### config.mk
export PLATFORM = sky130hd
export DESIGN_NAME = vga_timing_rx
export DESIGN_NICKNAME = d
export VERILOG_FILES = /design/src/rtl/vga_timing_rx.sv
export SDC_FILE = /design/constraint.sdc
export NUM_CORES = 1
export LEC_CHECK = 0
export ABC_AREA = 1
export BUFFER_PORTS_ARGS = -buffer_cell sky130_fd_sc_hd__buf_2
export CAP_MARGIN = 15
export CORE_MARGIN = 8
export CORE_UTILIZATION = 57
export DETAILED_ROUTE_END_ITERATION = 10
export GPL_TIMING_DRIVEN = 0
export HOLD_SLACK_MARGIN = 0.15
export PLACE_DENSITY = 0.8
export SLEW_MARGIN = 25
export SYNTH_ARGS = -nofsm -noshare
export SYNTH_HDL_FRONTEND = slang
export SYNTH_SLANG_ARGS = --single-unit
### constraint.sdc
create_clock -name clk -period 3.9 [get_ports clk]
set_input_delay 0.585 -clock clk [delete_from_list [all_inputs] [get_ports clk]]
set_output_delay 0.585 -clock clk [all_outputs]
set_load 0.01 [all_outputs]
### src/rtl/vga_timing_rx.sv
// Recovers x/y/de/sof from a sampled HS/VS/RGB444 stream and reports lock against the nominal mode.
// Two clocks from pins to pixel outputs; no backpressure, one sample is consumed on every clock.
module vga_timing_rx #(
   parameter int H_ACTIVE = 1024,
   parameter int H_SYNC   = 136,
   parameter int H_BP     = 160,
   parameter int H_TOTAL  = 1344,
   parameter int V_ACTIVE = 768,
   parameter int V_SYNC   = 6,
   parameter int V_BP     = 29,
   parameter int V_TOTAL  = 806,
   parameter bit SYNC_POL = 1'b0
) (
   input  logic        clk,
   input  logic        rst_n,
   input  logic        hs_in,
   input  logic        vs_in,
   input  logic [11:0] rgb_in,
   output logic [10:0] x_out,
   output logic [9:0]  y_out,
   output logic        de_out,
   output logic [11:0] rgb_out,
   output logic        sof,
   output logic        locked,
   output logic [11:0] h_period,
   output logic [10:0] v_period,
   output logic        err
);

   localparam logic [11:0] H_TOT   = 12'(H_TOTAL);
   localparam logic [11:0] H_START = 12'(H_SYNC + H_BP);
   localparam logic [11:0] H_END   = 12'(H_SYNC + H_BP + H_ACTIVE - 1);
   localparam logic [11:0] H_LOSS  = 12'(2 * H_TOTAL);
   localparam logic [10:0] V_TOT   = 11'(V_TOTAL);
   localparam logic [10:0] V_START = 11'(V_SYNC + V_BP);
   localparam logic [10:0] V_END   = 11'(V_SYNC + V_BP + V_ACTIVE - 1);
   localparam logic [10:0] V_LOSS  = 11'(2 * V_TOTAL);

   typedef enum logic [1:0] {S_SEARCH, S_CHECK, S_LOCKED} state_t;

   // Reset asserts asynchronously and releases on a clock edge.
   logic [1:0] rst_sync_q;
   logic       arst_n;

   always_ff @(posedge clk or negedge rst_n) begin
      if (!rst_n) rst_sync_q <= 2'b00;
      else        rst_sync_q <= {rst_sync_q[0], 1'b1};
   end
   assign arst_n = rst_sync_q[1];

   logic        hs_q, vs_q, hs_prev_q, vs_hl_q;
   logic [11:0] rgb_q;

   always_ff @(posedge clk or negedge arst_n) begin
      if (!arst_n) begin
         hs_q      <= ~SYNC_POL;
         vs_q      <= ~SYNC_POL;
         hs_prev_q <= ~SYNC_POL;
         rgb_q     <= '0;
      end else begin
         hs_q      <= hs_in;
         vs_q      <= vs_in;
         hs_prev_q <= hs_q;
         rgb_q     <= rgb_in;
      end
   end

   logic        hs_act, hs_prev_act, vs_act, hl, fs;
   logic [11:0] hcnt_q, hcnt_d, hcnt_inc;
   logic [10:0] vcnt_q, vcnt_d, vcnt_inc;
   logic        line_bad_q, h_bad, frame_good, loss;

   assign hs_act      = (hs_q == SYNC_POL);
   assign hs_prev_act = (hs_prev_q == SYNC_POL);
   assign vs_act      = (vs_q == SYNC_POL);
   assign hl          = hs_act && !hs_prev_act;
   assign fs          = hl && vs_act && !vs_hl_q;

   assign hcnt_inc   = hcnt_q + 12'd1;
   assign vcnt_inc   = vcnt_q + 11'd1;
   assign h_bad      = hl && (hcnt_inc != H_TOT);
   // The line closed by the frame-start edge still belongs to the frame being judged.
   assign frame_good = !line_bad_q && !h_bad && (vcnt_inc == V_TOT);

   // hcnt_d/vcnt_d are the coordinates of the pixel currently held in stage 1.
   always_comb begin
      hcnt_d = hcnt_q;
      vcnt_d = vcnt_q;
      if (hl)                   hcnt_d = '0;
      else if (hcnt_q != '1)    hcnt_d = hcnt_inc;
      if (fs)                   vcnt_d = '0;
      else if (hl && vcnt_q != '1) vcnt_d = vcnt_inc;
   end

   assign loss = h_bad || (fs && !frame_good) || (hcnt_d == H_LOSS) || (vcnt_d == V_LOSS);

   always_ff @(posedge clk or negedge arst_n) begin
      if (!arst_n) begin
         hcnt_q     <= '0;
         vcnt_q     <= '0;
         vs_hl_q    <= 1'b0;
         line_bad_q <= 1'b0;
         h_period   <= '0;
         v_period   <= '0;
      end else begin
         hcnt_q <= hcnt_d;
         vcnt_q <= vcnt_d;
         if (hl) begin
            h_period <= hcnt_inc;
            vs_hl_q  <= vs_act;
         end
         if (fs)         v_period <= vcnt_inc;
         if (fs)         line_bad_q <= 1'b0;
         else if (h_bad) line_bad_q <= 1'b1;
      end
   end

   state_t     state_q;
   logic [1:0] good_cnt_q;

   always_ff @(posedge clk or negedge arst_n) begin
      if (!arst_n) begin
         state_q    <= S_SEARCH;
         good_cnt_q <= '0;
         locked     <= 1'b0;
         err        <= 1'b0;
      end else begin
         err <= 1'b0;
         case (state_q)
            S_SEARCH: begin
               if (fs) begin
                  state_q    <= S_CHECK;
                  good_cnt_q <= '0;
               end
            end
            S_CHECK: begin
               if (fs) begin
                  if (!frame_good) begin
                     good_cnt_q <= '0;
                  end else begin
                     good_cnt_q <= good_cnt_q + 2'd1;
                     if (good_cnt_q == 2'd1) begin
                        state_q <= S_LOCKED;
                        locked  <= 1'b1;
                     end
                  end
               end
            end
            S_LOCKED: begin
               if (loss) begin
                  state_q <= S_SEARCH;
                  locked  <= 1'b0;
                  err     <= 1'b1;
               end
            end
            default: begin
               state_q <= S_SEARCH;
               locked  <= 1'b0;
            end
         endcase
      end
   end

   logic        win, de_d;
   logic [10:0] x_d;
   logic [9:0]  y_d;

   assign win  = (hcnt_d >= H_START) && (hcnt_d <= H_END) &&
                 (vcnt_d >= V_START) && (vcnt_d <= V_END);
   assign de_d = win && locked;
   assign x_d  = 11'(hcnt_d - H_START);
   assign y_d  = 10'(vcnt_d - V_START);

   always_ff @(posedge clk or negedge arst_n) begin
      if (!arst_n) begin
         de_out  <= 1'b0;
         x_out   <= '0;
         y_out   <= '0;
         rgb_out <= '0;
         sof     <= 1'b0;
      end else begin
         de_out  <= de_d;
         x_out   <= de_d ? x_d : '0;
         y_out   <= de_d ? y_d : '0;
         rgb_out <= de_d ? rgb_q : '0;
         sof     <= de_d && (x_d == '0) && (y_d == '0);
      end
   end

endmodule

Yosys cells after proc, flatten, opt, wreduce, memory -nomap -nowiden:

Cells that the tools add are included.

* bits in registers: 106
* output and inout bits: 60

* add/subtract/negate cells: 5
* magnitude comparators: 4
* equal/unequal tests: 14
* multiplexer cells: 26
* bitwise operators: 3
* reductions and logical operators: 29

Operators with widths (number)
* $mux 12: 3
* $mux 11: 3
* $mux 2: 8
* $logic_and 1x1->1: 14
* $add 12x1->12 const B: 1
* $eq 12x12->1 const B: 1
* $ge 12x9->1 const B: 1
* $le 12x11->1 const B: 1
* $ne 12x11->1 const B: 1
* $ne 12x12->1 const B: 1
* $add 11x1->11 const B: 1
* $eq 11x10->1 const B: 1
* $eq 11x11->1 const B: 1
* $ge 11x6->1 const B: 1
* $le 11x10->1 const B: 1
* $logic_not 11->1: 1
* $ne 11x11->1 const B: 1
* $sub 11x9->11 const B: 1
* $logic_not 10->1: 1
* $mux 10: 1
* $ne 2x2->1 const B: 5
* $reduce_and 5->1: 2
* $sub 10x6->10 const B: 1
* $mux 1: 8
* other kinds (12): 21

Longest topological paths before layout:

* word-level depth: 13
* depth in mapped cells: 19

Least setup slack after synthesis:

Ideal clock, no wire load.

* path kind: reg-to-reg
* from: reg vcnt_q[0]
* to: reg sof
* data arrival time: 2.283 ns
* setup slack: 1.502 ns
* cell stages (with the launch flop): 17
* clock period less this slack: 2.398 ns
* path through: dfrtp_1 ha_1 nand2_1 nor2_2 nand3_4 nand2_4 inv_2 nor2_1 nor2_2 ha_1 inv_1 nand4_1 a21oi_1 xor2_1 inv_1 nand3_1 nor2_1

* longest elaborated chain between the ends: 10

Ends and longest elaborated chain
* start: declaration: RTL line 70 `logic [10:0] vcnt_q, vcnt_d, vcnt_inc;`
* start signal: assignment: RTL line 107 `vcnt_q <= vcnt_d;`
* parallel branches: the longest is 2 deep, another holds $add 11x1->11
* $mux 11 (*): RTL line 92 `else if (hl && vcnt_q != '1) vcnt_d = vcnt_inc;`
* $mux 11 (*): RTL line 91 `if (fs) vcnt_d = '0;`
* via vcnt_d[0]: RTL line 70
* $ge 11x6->1: RTL line 169 `(vcnt_d >= V_START) && (vcnt_d <= V_END);`
* $logic_and 1x1->1: RTL line 168 `assign win = (hcnt_d >= H_START) && (hcnt_d <= H_END) &&`
* $logic_and 1x1->1: RTL line 169
* $logic_and 1x1->1: RTL line 170 `assign de_d = win && locked;`
* $logic_and 1x1->1: RTL line 186 `sof <= de_d && (x_d == '0) && (y_d == '0);`
* $logic_and 1x1->1 (*): RTL line 186
* end signal: assignment: RTL line 186
* end: declaration: RTL line 23 `output logic sof,`

Mark *: on every way through the listed nets, which the timed path passes.
A chain may end at the register's enable or synchronous reset.

Worst setup path in the final report:

Same ends and word-level chain as after synthesis.

==> metrics.yaml <==
run_status: "finished clean"
worst_ep_required_time_ns: 4.20
finalWorstSetupSlack_ns: 0.832
critical_path.slowest_cell: "dfrtp_1"
async_reset_ff_frac: 1.00
post-route-min-period_ns: 3.07
clock_sinks: 106
ys.flop_type: "dfrtp_1"
clock.fmax_ghz: 0.326
min-delay-path-class: "reg -> async"
area_growth_pct: 15.4
max_cap_viol_count: 0
cts_max_level: 3
synth_fa_ha_area_frac: 0.0220
source_of_the_worst_register_to_register_timing_path: "vcnt_q[0]"
placedInstanceArea_sq_um: 5680
critical_path_buf_inv_count: 1
place_worst_setup_slack_ns: 0.887
final_nets: 730
die_width_um: 111
antenna_left: 0
antenna_violations_before_repair: 0
timing.critical_path.to_type: "register"
drt-pass1-iter-count: 4
timing.final.setup_violations: 0
avgViaCountPerCell: 5.05
cpLargestDelayFamily: "simple AND/OR/NAND/NOR gates"
synth_area_leaders: "dfrtp_1 (50%), nand2_1 (12%), inv_1 (6.1%)"
pwr_density_cell_nw_per_um2: 465
clkLatencyLatePin_ns: 0.37
synth_top_family_by_area: "simple AND/OR/NAND/NOR gates"
ff2ff_setup_slack_ns: 0.83
finalWirelength_mm: 11.4
max_slew_headroom_at_the_worst_pin: 0.661
path_common_cell: "nor2_1"
cts.path.max_buffers: 2
synth-compound-area-share: 0.0550
yosysTopAreaCell: "dfrtp_1"
num_rows: 34
drive_above_1_share: 0.228
syn_inst: 616
die_y_um: 111
post_synth_and_or_nand_nor_area_fraction: 0.301
portBuffers: 75
critPathLaunch: "vcnt_q[0]"
critical-path-max-stage-delay_ns: 0.46
final_design_area_no_fill_sq_um: 5910
detail_route.drc_violations: 0
synth_commonest_cells: "nand2_1 (163), dfrtp_1 (103), inv_1 (83)"
fillers: 731
ir_drop_uv: 249
synthesis.area_sq_um: 5120
timing.critical_path.from_type: "register"
count_of_cells_resized_by_post_cts_repair: 0
antenna-diode-count: 0
synth.yosys.warnings: 0
yosys.area_share.xor_xnor: 0.0171
synth_mux_area_frac: 0.00196
grt_setup_unrepaired: "false"
hold_ws_ns: 0.220
setup.worst_path.class: "reg -> reg"
timing_max_transition_violations_final: 0
gr-usage-all-layers: 0.193
dp_hpwl_mm: 8.82
unique_masters_post_synth: 38
worst-slew-pin-transition_ns: 0.505
first_iter_violations: 228
vias: 4132
syn_nets: 641
grt_first_pass_wirelength_mm: 19.9
synth.avg_cell_area_sq_um: 8.31
worst_ep_arrival_time_ns: 3.37
clk_tree_root_cell: "clkbuf_8"
timing.clock.skew_ns: 0.0102
timing.critical_path.cells: "ha_1 > nand2_1 > nor2_2 > nand3_4 > nand3_1 > nand2_1 > nor2_1 > ha_1 > inv_1 > xor2_1 > nand3_1 > nor2_1 > nand2_1 > nor2_1 > nand3_1 > nor2_1"
initial_utilization: 0.587
grt_max_degree: 49
yosysMostFrequentCell: "nand2_1"
timing.critical_path.fanout_max: 7
ys_seq_elements: 106
gp_congestion: 0.887
power.leakage_nw: 3.30
tritoncts.num_buffers: 9
via_count_of_the_first_global_routing_pass: 4216
synth_enable_flop_cells: 0
layout_worst_path_cycle_share: 0.787
core_area_sq_um: 8720
wire_per_inst_um: 13.9
die-area_sq_um: 12300
clock_tree_from_tritoncts: "done"
clock_pin_transition_on_the_worst_setup_and_hold_timing_paths_ns: 0.11
final_hold_viols: 0
overflow: 0
pin_count: 76
part_of_the_yosys_area_used_for_sequential_elements: 0.519
synth.top_cell.area_share: 0.503
[worst reg2reg max path: stages, from the launching register on]
cell and delay (ns):
dfrtp_1 0.46, ha_1 0.24, nand2_1 0.09, nor2_2 0.19, nand3_4 0.15, nand3_1 0.10
nand2_1 0.05, nor2_1 0.37, ha_1 0.26, inv_1 0.08, xor2_1 0.36, nand3_1 0.13
nor2_1 0.16, nand2_1 0.07, nor2_1 0.10, nand3_1 0.09, nor2_1 0.12
[metrics by stage]
step | instances | setup TNS (ns) | total power, mW | utilization
floorplan | 616 | 0 | 1.82 | -
global placement | 799 | -20.11 | 2.01 | 0.646
detailed placement | 801 | 0 | 2.04 | 0.652
CTS | 818 | 0 | 2.77 | 0.678
global route | 818 | 0 | 2.93 | 0.678
finish | 818 | 0 | 2.75 | 0.678
[registers in the layout (all words and copies together), names as in the netlist, 2 cells and up]
signal and cells:
h_period 12, hcnt_q 12, rgb_out 12, rgb_q 12, v_period 11, vcnt_q 11, x_out 11, y_out 10
good_cnt_q 2, rst_sync_q 2, state_q 2
[layout by cell type (no fill, tap or decap), types with 7 or more instances in the layout]
cell	netlist	layout
o21ai_0	27	27
buf_2	1	76
nand3_1	47	47
nand4_1	8	8
nand2_1	163	163
dfrtp_1	103	102
clkbuf_8	0	9
inv_1	83	83
a21oi_1	12	12
nor2_2	32	32
nor2_1	55	55
xor2_1	8	8
ha_1	9	9
inv_2	7	7
[cell families (layout without fill, tap and decap cells)]
logic type / after synthesis / count (layout)
and+or+nand+nor: 333 / 333
DFF: 106 / 106
buffers and inverters: 103 / 197
AOI/OAI and AO/OA: 52 / 52
xor gates and xnor gates: 10 / 10
adders and majority gates: 9 / 9
other: 2 / 2
muxes: 1 / 1
[routing by layer]
| metal | vias up | GRT usage | wire length, um |
|---|---|---|---|
| li1 | 2081 | - | - |
| met1 | 1930 | 0.248 | 5170 |
| met2 | 106 | 0.314 | 5380 |
| met3 | 15 | 0.0482 | 630 |
| met4 | 0 | 0.0577 | 211 |
| met5 | - | 0 | 0 |
[worst paths after layout]
path	end	cells after the start
worst max-delay path	sof	16
worst min-delay path	x_out[4]	0
worst max register to register	sof	16
worst min register to register	x_out[4]	0
max in group asynchronous	vs_q	2
min in group clk	hs_q	1
[power breakdown]
group | total, mW | internal [mW] | leakage, nW | switching (mW)
logic | 0.716 | 0.233 | 1.82 | 0.483
registers | 1.31 | 1.21 | 1.37 | 0.0977
clock network | 0.720 | 0.315 | 0.107 | 0.405
total | 2.75 | 1.76 | 3.30 | 0.986
[area by class of cell]
type / instances / area, sq um / share of cell area
clock buffer: 9 / 124 / 0.0210
sequential: 106 / 2660 / 0.450
buffer: 12 / 80.1 / 0.0136
clock inverter: 7 / 93.8 / 0.0159
timing repair buffer: 78 / 433 / 0.0733
multi-input combinational: 407 / 2040 / 0.346
tap: 108 / 135 / 0.0229
inverter: 91 / 342 / 0.0578
[timing repair]
action                                 in CTS  in global routing
buffers inserted                            0                  0
hold buffers                                1                  0
endpoints found under the hold margin       2                  0
setup endpoints to repair                   0                  0
No activity file was read; power rests on OpenSTA's default activity.
